**src/rtl/alu_share_arbiter.sv**
```systemverilog
`default_nettype none
// ============================================================================
// Module   : alu_share_arbiter
// Purpose  : Shares one 32-bit ALU between two valid/ready requesters
//            (req0 = execute datapath, req1 = branch/address unit), with
//            round-robin or fixed-priority arbitration and a single
//            registered result slot that honours response backpressure.
// Options  : ARB_STATS_EN - adds saturating grant counters grant0_cnt and
//            grant1_cnt (width CNT_W).
// Revision : 1.0 - initial release
// ============================================================================
module alu_share_arbiter #(
    parameter bit FIXED_PRIO = 1'b0
`ifdef ARB_STATS_EN
    ,
    parameter int CNT_W      = 16
`endif
) (
    input  logic        clk,
    input  logic        reset,
    input  logic        req0_valid,
    input  logic [2:0]  req0_op,
    input  logic [31:0] req0_a,
    input  logic [31:0] req0_b,
    output logic        req0_ready,
    input  logic        req1_valid,
    input  logic [2:0]  req1_op,
    input  logic [31:0] req1_a,
    input  logic [31:0] req1_b,
    output logic        req1_ready,
    output logic        rsp_valid,
    output logic        rsp_id,
    output logic [31:0] rsp_out,
    output logic        rsp_zero,
    input  logic        rsp_ready
`ifdef ARB_STATS_EN
    ,
    output logic [CNT_W-1:0] grant0_cnt,
    output logic [CNT_W-1:0] grant1_cnt
`endif
);

    typedef enum logic [0:0] {
        EMPTY = 1'b0,
        FULL  = 1'b1
    } state_t;

    state_t      state_q;
    logic        ptr_q;        // requester preferred when both are valid
    logic        rsp_valid_q;
    logic        rsp_id_q;
    logic [31:0] rsp_out_q;
    logic        rsp_zero_q;

    logic        slot_free;
    logic        gnt0;
    logic        gnt1;
    logic [2:0]  alu_op;
    logic [31:0] alu_a;
    logic [31:0] alu_b;
    logic [31:0] alu_out;
    logic        alu_zero;

    // The slot can accept a new result if empty or being drained this cycle.
    assign slot_free = (state_q == EMPTY) || rsp_ready;

    // Grant selection: each ready depends only on valids, pointer and slot state.
    always_comb begin
        gnt0 = 1'b0;
        gnt1 = 1'b0;
        if (FIXED_PRIO) begin
            gnt0 = slot_free & req0_valid;
            gnt1 = slot_free & req1_valid & ~req0_valid;
        end else begin
            gnt0 = slot_free & req0_valid & (~req1_valid | ~ptr_q);
            gnt1 = slot_free & req1_valid & (~req0_valid |  ptr_q);
        end
    end

    assign req0_ready = gnt0;
    assign req1_ready = gnt1;

    // Operand mux in front of the shared ALU, then the ALU itself.
    always_comb begin
        alu_op   = gnt1 ? req1_op : req0_op;
        alu_a    = gnt1 ? req1_a  : req0_a;
        alu_b    = gnt1 ? req1_b  : req0_b;
        alu_zero = (alu_a == alu_b);
        case (alu_op)
            3'b000:  alu_out = alu_a & alu_b;
            3'b001:  alu_out = alu_a | alu_b;
            3'b010:  alu_out = alu_a + alu_b;
            3'b011:  alu_out = alu_a - alu_b;
            default: alu_out = 32'd0;
        endcase
    end

    // Result-slot FSM; the pointer flips away from whoever was just granted.
    always_ff @(posedge clk) begin
        if (reset) begin
            state_q     <= EMPTY;
            ptr_q       <= 1'b0;
            rsp_valid_q <= 1'b0;
            rsp_id_q    <= 1'b0;
            rsp_out_q   <= 32'd0;
            rsp_zero_q  <= 1'b0;
        end else begin
            if (gnt0 || gnt1) begin
                ptr_q       <= gnt0;
                state_q     <= FULL;
                rsp_valid_q <= 1'b1;
                rsp_id_q    <= gnt1;
                rsp_out_q   <= alu_out;
                rsp_zero_q  <= alu_zero;
            end else begin
                case (state_q)
                    EMPTY: begin
                        state_q <= EMPTY;
                    end
                    FULL: begin
                        if (rsp_ready) begin
                            state_q     <= EMPTY;
                            rsp_valid_q <= 1'b0;
                        end
                    end
                    default: begin
                        state_q     <= EMPTY;
                        rsp_valid_q <= 1'b0;
                    end
                endcase
            end
        end
    end

    assign rsp_valid = rsp_valid_q;
    assign rsp_id    = rsp_id_q;
    assign rsp_out   = rsp_out_q;
    assign rsp_zero  = rsp_zero_q;

`ifdef ARB_STATS_EN
    logic [CNT_W-1:0] grant0_cnt_q;
    logic [CNT_W-1:0] grant1_cnt_q;

    // Saturating per-requester grant counters.
    always_ff @(posedge clk) begin
        if (reset) begin
            grant0_cnt_q <= '0;
            grant1_cnt_q <= '0;
        end else begin
            if (gnt0 && (grant0_cnt_q != '1)) begin
                grant0_cnt_q <= grant0_cnt_q + CNT_W'(1);
            end
            if (gnt1 && (grant1_cnt_q != '1)) begin
                grant1_cnt_q <= grant1_cnt_q + CNT_W'(1);
            end
        end
    end

    assign grant0_cnt = grant0_cnt_q;
    assign grant1_cnt = grant1_cnt_q;
`endif

endmodule
`default_nettype wire
```
**config.mk**
```make
export PLATFORM = sky130hd
export DESIGN_NAME = alu_share_arbiter
export DESIGN_NICKNAME = d
export VERILOG_FILES = /design/src/rtl/alu_share_arbiter.sv
export SDC_FILE = /design/constraint.sdc
export NUM_CORES = 1
export LEC_CHECK = 0
export ABC_AREA = 0
export BUFFER_PORTS_ARGS = -buffer_cell sky130_fd_sc_hd__buf_4
export CORE_ASPECT_RATIO = 1.25
export CORE_MARGIN = 2
export CORE_UTILIZATION = 40
export DETAILED_ROUTE_END_ITERATION = 6
export PLACE_DENSITY_LB_ADDON = 0.05
export SLEW_MARGIN = 20
export SYNTH_ARGS = -nofsm -noshare
export SYNTH_HDL_FRONTEND = slang
export SYNTH_SLANG_ARGS = --single-unit
```
**constraint.sdc**
```tcl
create_clock -name clk -period 6.7 [get_ports clk]
set_clock_uncertainty 0.15 [all_clocks]
set_input_delay 1.34 -clock clk [delete_from_list [all_inputs] [get_ports clk]]
set_output_delay 1.34 -clock clk [all_outputs]
set_load 0.01 [all_outputs]
```
==> reports/results.txt, run 1 <==
DRC -> 0
Final #Nets -> 1476
CTS resizes -> 0
Slowest-stage cell, CP -> or3_2
Post-Synthesis Net Count -> 1320
Vias in the first global route -> 8129
Area growth, synth to finish -> 24.4%
Hold bufs inserted after CTS -> 0
Power per standard cell area -> 174 nW/um^2
Layout cells sized above 1 -> 17.9%
Post-synth top cells -> nand2_1 (232), ha_1 (100), nor2_1 (96)
Die Width -> 123 um
#FFs+latches synth -> 37
M2 GR Usage -> 52.1%
CP arrival -> 5.59 ns
Area of the die -> 18800 um^2
Total CTS buffers -> 5
Max-Slew Margin vs Limit -> 30.0%
Worst-margin pin slew -> 1.05 ns
HP Class -> register to register
Distinct cells, synth -> 69
HPWL after DPL -> 22000 um
Core Area -> 17400 um^2
Syn Area/Cell -> 6.57 um^2
H-tree depth -> 2
Sequential fraction of the synthesis area -> 10.4%
CP Launch Type -> input pin
Critical path type -> input pin to register
CP Capture Type -> register
DRT Wirelength -> 27400 um
First drt pass iteration count -> 5
Clock-pin transition on the worst setup and hold timing paths -> 0.07 ns
Post-CTS setup buffers -> 0
Maximum vdd drop -> 0.000106 V
Fmax -> 0.180 GHz
Worst Path Required -> 6.73 ns
Root Buffer -> clkbuf_16
Grt met3 use -> 4.18%
Post-synth EDFFs -> 0
GRT overflow -> 0
Buffers on Ports -> 175
Starting Density -> 40.7%
Post-synth top flop -> dfxtp_1
CTS tree -> done
Met1 Usage GRT -> 34.4%
# clock sinks -> 37
Fin crit period -> 5.56 ns
Fin. max-slew vios -> 0
Inserted Diodes -> 0
I/O pins -> 176
Setup TNS -> 0 ns
Final setup viols -> 0
Via density per instance -> 5.67
Post-synth ARST share -> 0%
Rows -> 54
Share of the synthesized area in the top cell type -> 17.6%
Max incr delay on CP -> 0.47 ns
Initial antenna violation count -> 0
Clk buf depth -> 2
Largest net degree at the start of global routing -> 52
Yosys Warn Count -> 0
Fin worst setup slack -> 1.14 ns
Clk_lat worst skew -> 0.30 ns
Hold slack -> 0.300 ns
Max-cap viol count -> 0
Status -> complete, no violations
Synthesized cell area -> 7090 um^2
Routed vias -> 8278
First-pass GRT wire length -> 43200 um
Setup Slack @ Placement -> 0.860 ns
Remaining antenna violation count -> 0
Routability congestion estimate -> 0.966
Total GRT Usage -> 29.1%
Synth area leader -> ha_1
Die Y -> 153 um
P_leak -> 4.36 nW
CP cell instances -> buf_4, nor2b_1, or3_2, inv_2, buf_4, nand2_1, nand2_1, inv_1, ha_1, nand3b_1, or3b_2, a211oi_1, o31ai_1, a21oi_1, a21oi_1, xnor2_1, a222oi_1, a211oi_1
Unrepaired setup endpoints after global routing -> false
Period utilization -> 83.0%
Largest cells by area after synthesis -> ha_1 (18%), nand2_1 (12%), dfxtp_1 (10%)
Critical-path maximum fanout -> 10
WL/cell -> 18.8 um
Grt peak-use layer -> met2
Mapped Cells -> 1079
Cell with the most instances after synthesis -> nand2_1
Fin. Hold Viols -> 0
Iter 0 DRT Violations -> 553
cells in the final DEF (no fill, tap or decap), types with 3 or more instances in the layout:
cell type,n
o21ai_0,59
nor4_1,10
nand2_1,232
clkbuf_16,5
nor2_1,96
a211oi_1,18
inv_1,87
o31ai_1,11
nor2b_1,18
a22oi_1,10
a21oi_1,81
o21a_1,9
o211ai_1,7
nor3b_1,3
o22ai_1,12
xnor2_1,27
ha_1,100
nand3_1,5
o21bai_1,13
a31oi_1,8
mux2_2,4
or3_1,5
a21boi_0,5
nand4_1,8
a311oi_1,7
a2111oi_0,5
dfxtp_1,37
xor2_1,8
buf_4,196
a222oi_1,9
a221oi_1,9
and3_1,3
a21o_1,8
nand2b_1,18
mux2i_1,27
nor3_1,23
per-layer routing:
| metal | wire, um | up-vias |
|---|---|---|
| met1 | 10900 | 3793 |
| li1 | - | 4098 |
| met5 | 0 | - |
| met3 | 1720 | 68 |
| met4 | 1010 | 0 |
| met2 | 13800 | 319 |
kinds of logic after synthesis:
logic type / share of synthesized area (%)
AO/OA/AOI/OAI: 28.3
XOR/XNOR: 4.32
adder cells (fa/ha/maj): 18.2
buffers and inverters: 7.41
flip-flops: 10.4
multiplexers: 4.59
AND/OR/NAND/NOR: 26.8
path summary, 6_finish.rpt:
check	startpoint	endpoint	slack, ns	cells after the start
setup / recovery	req0_valid	rsp_out[23]$_SDFFE_PP0P_	1.14	18
hold / removal	rsp_out[17]$_SDFFE_PP0P_	rsp_out[17]$_SDFFE_PP0P_	0.30	2
setup reg to reg	state_q$_SDFF_PP0_	rsp_out[23]$_SDFFE_PP0P_	1.94	17
hold reg to reg	rsp_out[17]$_SDFFE_PP0P_	rsp_out[17]$_SDFFE_PP0P_	0.30	2
flip-flops by register name (all words and copies together) (netlist names):
register,flops
ptr_q,1
rsp_out,32
rsp_zero,1
state_q,1
rsp_id,1
rsp_valid,1
report_power, final:
group	internal, mW	total (mW)	switching (mW)	leakage, nW
sequential	0.234	0.244	0.0103	0.301
clock	0.147	0.262	0.115	0.0690
combinational	0.407	1.03	0.620	3.99
cell type report:
cell class	instances	area, um^2
fillers	1858	8610
multi-input cells	906	5850
repair buffers	196	1470
flip-flops and latches	37	741
inverters	89	334
well taps	224	280
clock buffers	6	139
clock inverters	1	7.51
per-stage QoR:
step	total power, mW	std cells	utilization (%)	area [um^2]
2_1_floorplan	0.935	1079	-	7090
3_3_place_gp	1.26	1452	49.8	8670
3_5_place_dp	1.26	1452	49.8	8670
4_1_cts	1.53	1459	50.6	8820
5_1_grt	1.65	1459	50.6	8820
6_report	1.53	1459	50.6	8820
critical path, delay by kind of cell:
| kind | cells | cell delay [ns] |
|---|---|---|
| adders and majority gates | 1 | 0.44 |
| and+or+nand+nor | 6 | 1.42 |
| xor gates and xnor gates | 1 | 0.16 |
| buffers and inverters | 4 | 0.67 |
| AOI/OAI and AO/OA | 6 | 1.54 |
Power figures use the tool's default switching activity.
==> inputs of run 2 (changes only) <==
clock period = 5.5 ns   (was 6.7 ns; I/O delays follow)
==> reports/results.txt, run 2 (synthesized netlist as in run 1, its figures left out) <==
Final setup viols -> 0 (unchanged)
H-tree depth -> 2 (unchanged)
DRC -> 0 (unchanged)
Commonest cells after routing, fill and taps aside -> nand2_1 (232), buf_4 (226), ha_1 (100)
CP Launch Type -> input pin
Inserted Diodes -> 0 (unchanged)
Setup TNS -> 0 ns (unchanged)
Layout cells sized above 1 -> 20.2% (+2.3 points)
FILL cells -> 1825 (-1.8%)
Total power -> 1.93 mW (+26%)
Starting Density -> 40.7% (unchanged)
Max reg flops -> 32 (unchanged)
First-pass GRT wire length -> 43000 um (-0.35%)
Die Width -> 123 um (unchanged)
Maximum vdd drop -> 0.000108 V (+2.0%)
Iter 0 DRT Violations -> 474 (-14%)
Status -> complete, no violations
Remaining antenna violation count -> 0 (unchanged)
Reg2reg path depth -> 17 (unchanged)
Largest net degree at the start of global routing -> 39 (-25%)
Fin crit period -> 5.17 ns
CP arrival -> 5.21 ns (-0.38 ns)
Area growth, synth to finish -> 28.8%
Clk_lat worst skew -> 0.30 ns (about the same)
Reg area -> 741 um^2 (unchanged)
CTS tree -> done
HPWL after DPL -> 22500 um (+2.1%)
Hold bufs inserted after CTS -> 0 (unchanged)
Vias in the first global route -> 8187 (+0.71%)
Final #Nets -> 1510 (+2.3%)
Worst R2R End -> rsp_out[18]$_SDFFE_PP0P_
Hold slack -> 0.311 ns (+0.0118 ns)
I/O pins -> 176 (unchanged)
CTS resizes -> 0 (unchanged)
Critical Path Start -> req0_valid
Total GRT Usage -> 28.9% (-0.23 points)
Clock-pin transition on the worst setup and hold timing paths -> 0.07 ns (about the same)
Total CTS buffers -> 5 (unchanged)
R2r startpoint -> state_q$_SDFF_PP0_
Setup Slack @ Placement -> 0.0302 ns (-0.829 ns)
Buffers on Ports -> 175 (unchanged)
Core Area -> 17400 um^2 (unchanged)
Period utilization -> 93.9%
Fin. max-slew vios -> 0 (unchanged)
First drt pass iteration count -> 5 (unchanged)
Worst-margin pin slew -> 0.840 ns (-0.207 ns)
Routed vias -> 8310 (+0.39%)
Critical-path maximum fanout -> 38 (+28)
Post-CTS setup buffers -> 0 (unchanged)
Max-cap viol count -> 0 (unchanged)
Area of the die -> 18800 um^2 (unchanged)
GRT overflow -> 0 (unchanged)
Unrepaired setup endpoints after global routing -> false
WL/cell -> 18.3 um (-2.4%)
DRT Wirelength -> 27400 um (about the same)
Fmax -> 0.194 GHz
Max-Slew Margin vs Limit -> 43.9% (+14 points)
Critical path type -> input pin to register
Fin worst setup slack -> 0.333 ns (-0.804 ns)
Die Y -> 153 um (unchanged)
Clk buf depth -> 2 (unchanged)
Most common cell after layout, fill and taps aside -> nand2_1
Initial antenna violation count -> 0 (unchanged)
Rows -> 54 (unchanged)
Placement Cell Area -> 8990 um^2 (+3.6%)
Multi-input gate area in the final layout -> 5860 um^2 (+0.26%)
Root Buffer -> clkbuf_16
Flop-to-flop setup slack -> 0.90 ns (-1.04 ns)
CP Capture Type -> register
Worst Path Required -> 5.54 ns (-1.19 ns)
Fin area -> 9130 um^2 (+3.5%)
HP Class -> register to register
Via density per instance -> 5.56 (-2.0%)
Power per standard cell area -> 211 nW/um^2 (+22%)
CP Capture Point -> rsp_out[18]$_SDFFE_PP0P_
# clock sinks -> 37 (unchanged)
Routability congestion estimate -> 0.976 (+1.1%)
Fin. Hold Viols -> 0 (unchanged)
P_leak -> 4.54 nW (+4.3%)
-- run 2: worst max-delay path, cell delays in order --
cell and delay (ns):
buf_4 0.12, nor2b_1 0.14, or3_2 0.48, buf_12 0.18, buf_12 0.17, mux2i_1 0.22
inv_1 0.09, ha_1 0.39, nor4bb_1 0.39, buf_4 0.20, nand4_1 0.09, o21bai_1 0.18
o211ai_1 0.20, a21oi_1 0.21, o21ai_0 0.11, and3_1 0.20, or4_1 0.46, a32o_1 0.25
-- run 2: worst min path at each step --
| stage | from | to | slack (ns) | depth (start not counted) |
|---|---|---|---|---|
| finish | rsp_valid$_SDFFE_PP0P_ | rsp_valid$_SDFFE_PP0P_ | 0.31 | 2 |
| detailed placement | rsp_out[13]$_SDFFE_PP0P_ | rsp_out[13]$_SDFFE_PP0P_ | 0.30 | 2 |
| floorplan | rsp_out[17]$_SDFFE_PP0P_ | rsp_out[17]$_SDFFE_PP0P_ | 0.32 | 2 |
| global route | rsp_out[17]$_SDFFE_PP0P_ | rsp_out[17]$_SDFFE_PP0P_ | 0.34 | 2 |
| CTS | rsp_out[13]$_SDFFE_PP0P_ | rsp_out[13]$_SDFFE_PP0P_ | 0.31 | 2 |
| global placement | rsp_out[13]$_SDFFE_PP0P_ | rsp_out[13]$_SDFFE_PP0P_ | 0.29 | 2 |
-- run 2: stage by stage --
step,utilization [%],std cells
2_1_floorplan,-,1079
3_3_place_gp,51.5,1486
3_5_place_dp,51.6,1486
4_1_cts,52.4,1494
5_1_grt,52.4,1494
6_report,52.4,1494
-- run 2: power by group --
part	total (mW)	internal (mW)	switching, mW
Clock	0.302	0.167	0.135
Sequential	0.298	0.285	0.0131
Combinational	1.33	0.552	0.776
-- run 2: cell type report --
| type | instances | share of cell area (%) |
|---|---|---|
| clock buffer | 6 | 1.41 |
| clock inverter | 2 | 0.110 |
| inverter | 89 | 3.66 |
| multi-input combinational | 906 | 64.2 |
| sequential | 37 | 8.11 |
| tap | 224 | 3.07 |
| timing repair buffer | 230 | 19.5 |
-- run 2: per-layer routing --
layer  up-vias  routed length [um]  GRT usage [%]
met4         0                 715           7.68
met2       251               14100           54.4
met3        50                1230           2.72
met5         -                   0              0
li1       4174                   -              -
met1      3835               11300           34.2
==> inputs of run 3 (changes only) <==
==> constraint.sdc (replaced) <==
create_clock -name clk -period 5.5 [get_ports clk]
set_clock_uncertainty 0.15 [all_clocks]
set_input_delay 0.55 -clock clk [delete_from_list [all_inputs] [get_ports clk]]
set_output_delay 0.55 -clock clk [all_outputs]
set_load 0.01 [all_outputs]
==> reports/results.txt, run 3 (synthesized netlist as in run 1, its figures left out) <==
Remaining antenna violation count -> 0 (unchanged)
Die Y -> 153 um (unchanged)
Final setup viols -> 0 (unchanged)
CTS resizes -> 0 (unchanged)
CP Launch Type -> input pin
Power per standard cell area -> 216 nW/um^2 (+2.4%)
Setup TNS -> 0 ns (unchanged)
I/O pins -> 176 (unchanged)
Starting Density -> 40.7% (unchanged)
Flop-to-flop setup slack -> 0.74 ns (-0.16 ns)
CTS tree -> done
Core Area -> 17400 um^2 (unchanged)
Commonest cells after routing, fill and taps aside -> nand2_1 (232), buf_4 (192), ha_1 (100)
Critical-path maximum fanout -> 15 (-61%)
Clk_lat worst skew -> 0.29 ns (about the same)
Hold bufs inserted after CTS -> 0 (unchanged)
WL/cell -> 18.4 um (+0.52%)
R2r startpoint -> state_q$_SDFF_PP0_
# clock sinks -> 37 (unchanged)
HPWL after DPL -> 21700 um (-3.4%)
CP arrival -> 4.84 ns (-0.37 ns)
Fmax -> 0.209 GHz (+8.1%)
Status -> complete, no violations
Slowest-stage cell, CP -> or4b_2
Worst-margin pin slew -> 0.945 ns (+0.105 ns)
First-pass GRT wire length -> 42200 um (-2.0%)
DRT Wirelength -> 26800 um (-2.0%)
Inserted Diodes -> 0 (unchanged)
CP Capture Type -> register
Buffers on Ports -> 175 (unchanged)
Die Width -> 123 um (unchanged)
FILL cells -> 1852 (+1.5%)
Unrepaired setup endpoints after global routing -> false
Post-CTS setup buffers -> 0 (unchanged)
Maximum vdd drop -> 0.000130 V (+20%)
Total CTS buffers -> 5 (unchanged)
Final #Nets -> 1473 (-2.5%)
Largest net degree at the start of global routing -> 39 (unchanged)
Most common cell after layout, fill and taps aside -> nand2_1
Initial antenna violation count -> 0 (unchanged)
Period utilization -> 86.9% (-7.0 points)
Max-cap viol count -> 0 (unchanged)
Vias in the first global route -> 8102 (-1.0%)
Clk buf depth -> 2 (unchanged)
First drt pass iteration count -> 5 (unchanged)
Layout cells sized above 1 -> 17.7% (-2.5 points)
Area of the die -> 18800 um^2 (unchanged)
Fin. Hold Viols -> 0 (unchanged)
DRC -> 0 (unchanged)
Total GRT Usage -> 28.0% (-0.90 points)
Critical path depth in cells -> 15 (-3)
Reg2reg path depth -> 14 (-3)
Via density per instance -> 5.70 (+2.5%)
Rows -> 54 (unchanged)
P_leak -> 4.36 nW (-4.0%)
Clock-pin transition on the worst setup and hold timing paths -> 0.06 ns (about the same)
Area growth, synth to finish -> 24.6%
Max-Slew Margin vs Limit -> 36.9% (-7.0 points)
HP Class -> register to register
Util after Layout -> 50.7% (-1.7 points)
Buf+Inv Stages, Crit Path -> 2 (-3)
CP cell instances -> buf_4, nor2b_1, or3_2, inv_2, mux2i_1, ha_1, a21o_1, a221oi_1, nor3_1, o31ai_1, a21oi_1, or4b_2, a31oi_1, a221oi_1, o31ai_1
Worst R2R End -> rsp_out[31]$_SDFFE_PP0P_
Critical Path Start -> req0_valid
Critical path type -> input pin to register
Max incr delay on CP -> 0.65 ns (+0.17 ns)
Worst Path Required -> 5.56 ns (+0.02 ns)
Fin. max-slew vios -> 0 (unchanged)
Max reg flops -> 32 (unchanged)
H-tree depth -> 2 (unchanged)
Routed vias -> 8309 (-0.012%)
CP Capture Point -> rsp_out[31]$_SDFFE_PP0P_
Fin crit period -> 4.78 ns (-0.385 ns)
Root Buffer -> clkbuf_16
Cell family with most CP delay -> compound AO/OA/AOI/OAI gates
Routability congestion estimate -> 0.953 (-2.4%)
GRT overflow -> 0 (unchanged)
Iter 0 DRT Violations -> 573 (+21%)
[run 3: metrics by stage]
stage          cell area, um^2  power (mW)  hold slack, ns  instances  setup slack, ns
4_1_cts                   8840        1.89           0.305       1457            0.773
3_5_place_dp              8660        1.53           0.297       1449            0.495
5_1_grt                   8840        2.04           0.337       1457            0.379
6_report                  8840        1.91           0.304       1457            0.718
3_3_place_gp              8660        1.54           0.291       1449            0.517
2_1_floorplan             7090        1.14           0.317       1079            0.837
[run 3: layer usage]
| layer | part of all wire (%) | global-route usage [%] | vias up | wire, um |
|---|---|---|---|---|
| li1 | - | - | 4081 | - |
| met1 | 41 | 34.3 | 3834 | 11000 |
| met2 | 51 | 50.8 | 333 | 13600 |
| met3 | 5.4 | 2.65 | 61 | 1440 |
| met4 | 3.0 | 8.28 | 0 | 811 |
| met5 | 0 | 0 | - | 0 |
[run 3: final cells by class]
type / instances / area, um^2 / area share (%)
flip-flops and latches: 37 / 741 / 8.38
clock buffers: 7 / 143 / 1.61
well taps: 224 / 280 / 3.17
inverters: 89 / 334 / 3.78
repair buffers: 193 / 1460 / 16.5
clock inverters: 1 / 30.0 / 0.340
multi-input cells: 906 / 5850 / 66.2
[run 3: how the worst min path moves through the flow]
stage / from / to / slack (ns) / cells past startpoint
2_1_floorplan: rsp_out[17]$_SDFFE_PP0P_ / rsp_out[17]$_SDFFE_PP0P_ / 0.32 / 2
3_3_place_gp: rsp_out[13]$_SDFFE_PP0P_ / rsp_out[13]$_SDFFE_PP0P_ / 0.29 / 2
3_5_place_dp: rsp_valid$_SDFFE_PP0P_ / rsp_valid$_SDFFE_PP0P_ / 0.30 / 2
4_1_cts: rsp_valid$_SDFFE_PP0P_ / rsp_valid$_SDFFE_PP0P_ / 0.31 / 2
5_1_grt: rsp_valid$_SDFFE_PP0P_ / rsp_valid$_SDFFE_PP0P_ / 0.34 / 2
6_report: rsp_valid$_SDFFE_PP0P_ / rsp_valid$_SDFFE_PP0P_ / 0.30 / 2
[run 3: tightest hold or removal path: stages (launching register included)]
cell and delay (ns):
dfxtp_1 0.31, nand2_1 0.05, a21oi_1 0.05
[run 3: power breakdown]
part	switching, mW	internal, mW
logic	0.753	0.494
clock network	0.137	0.228
registers	0.0132	0.285
total	0.903	1.01
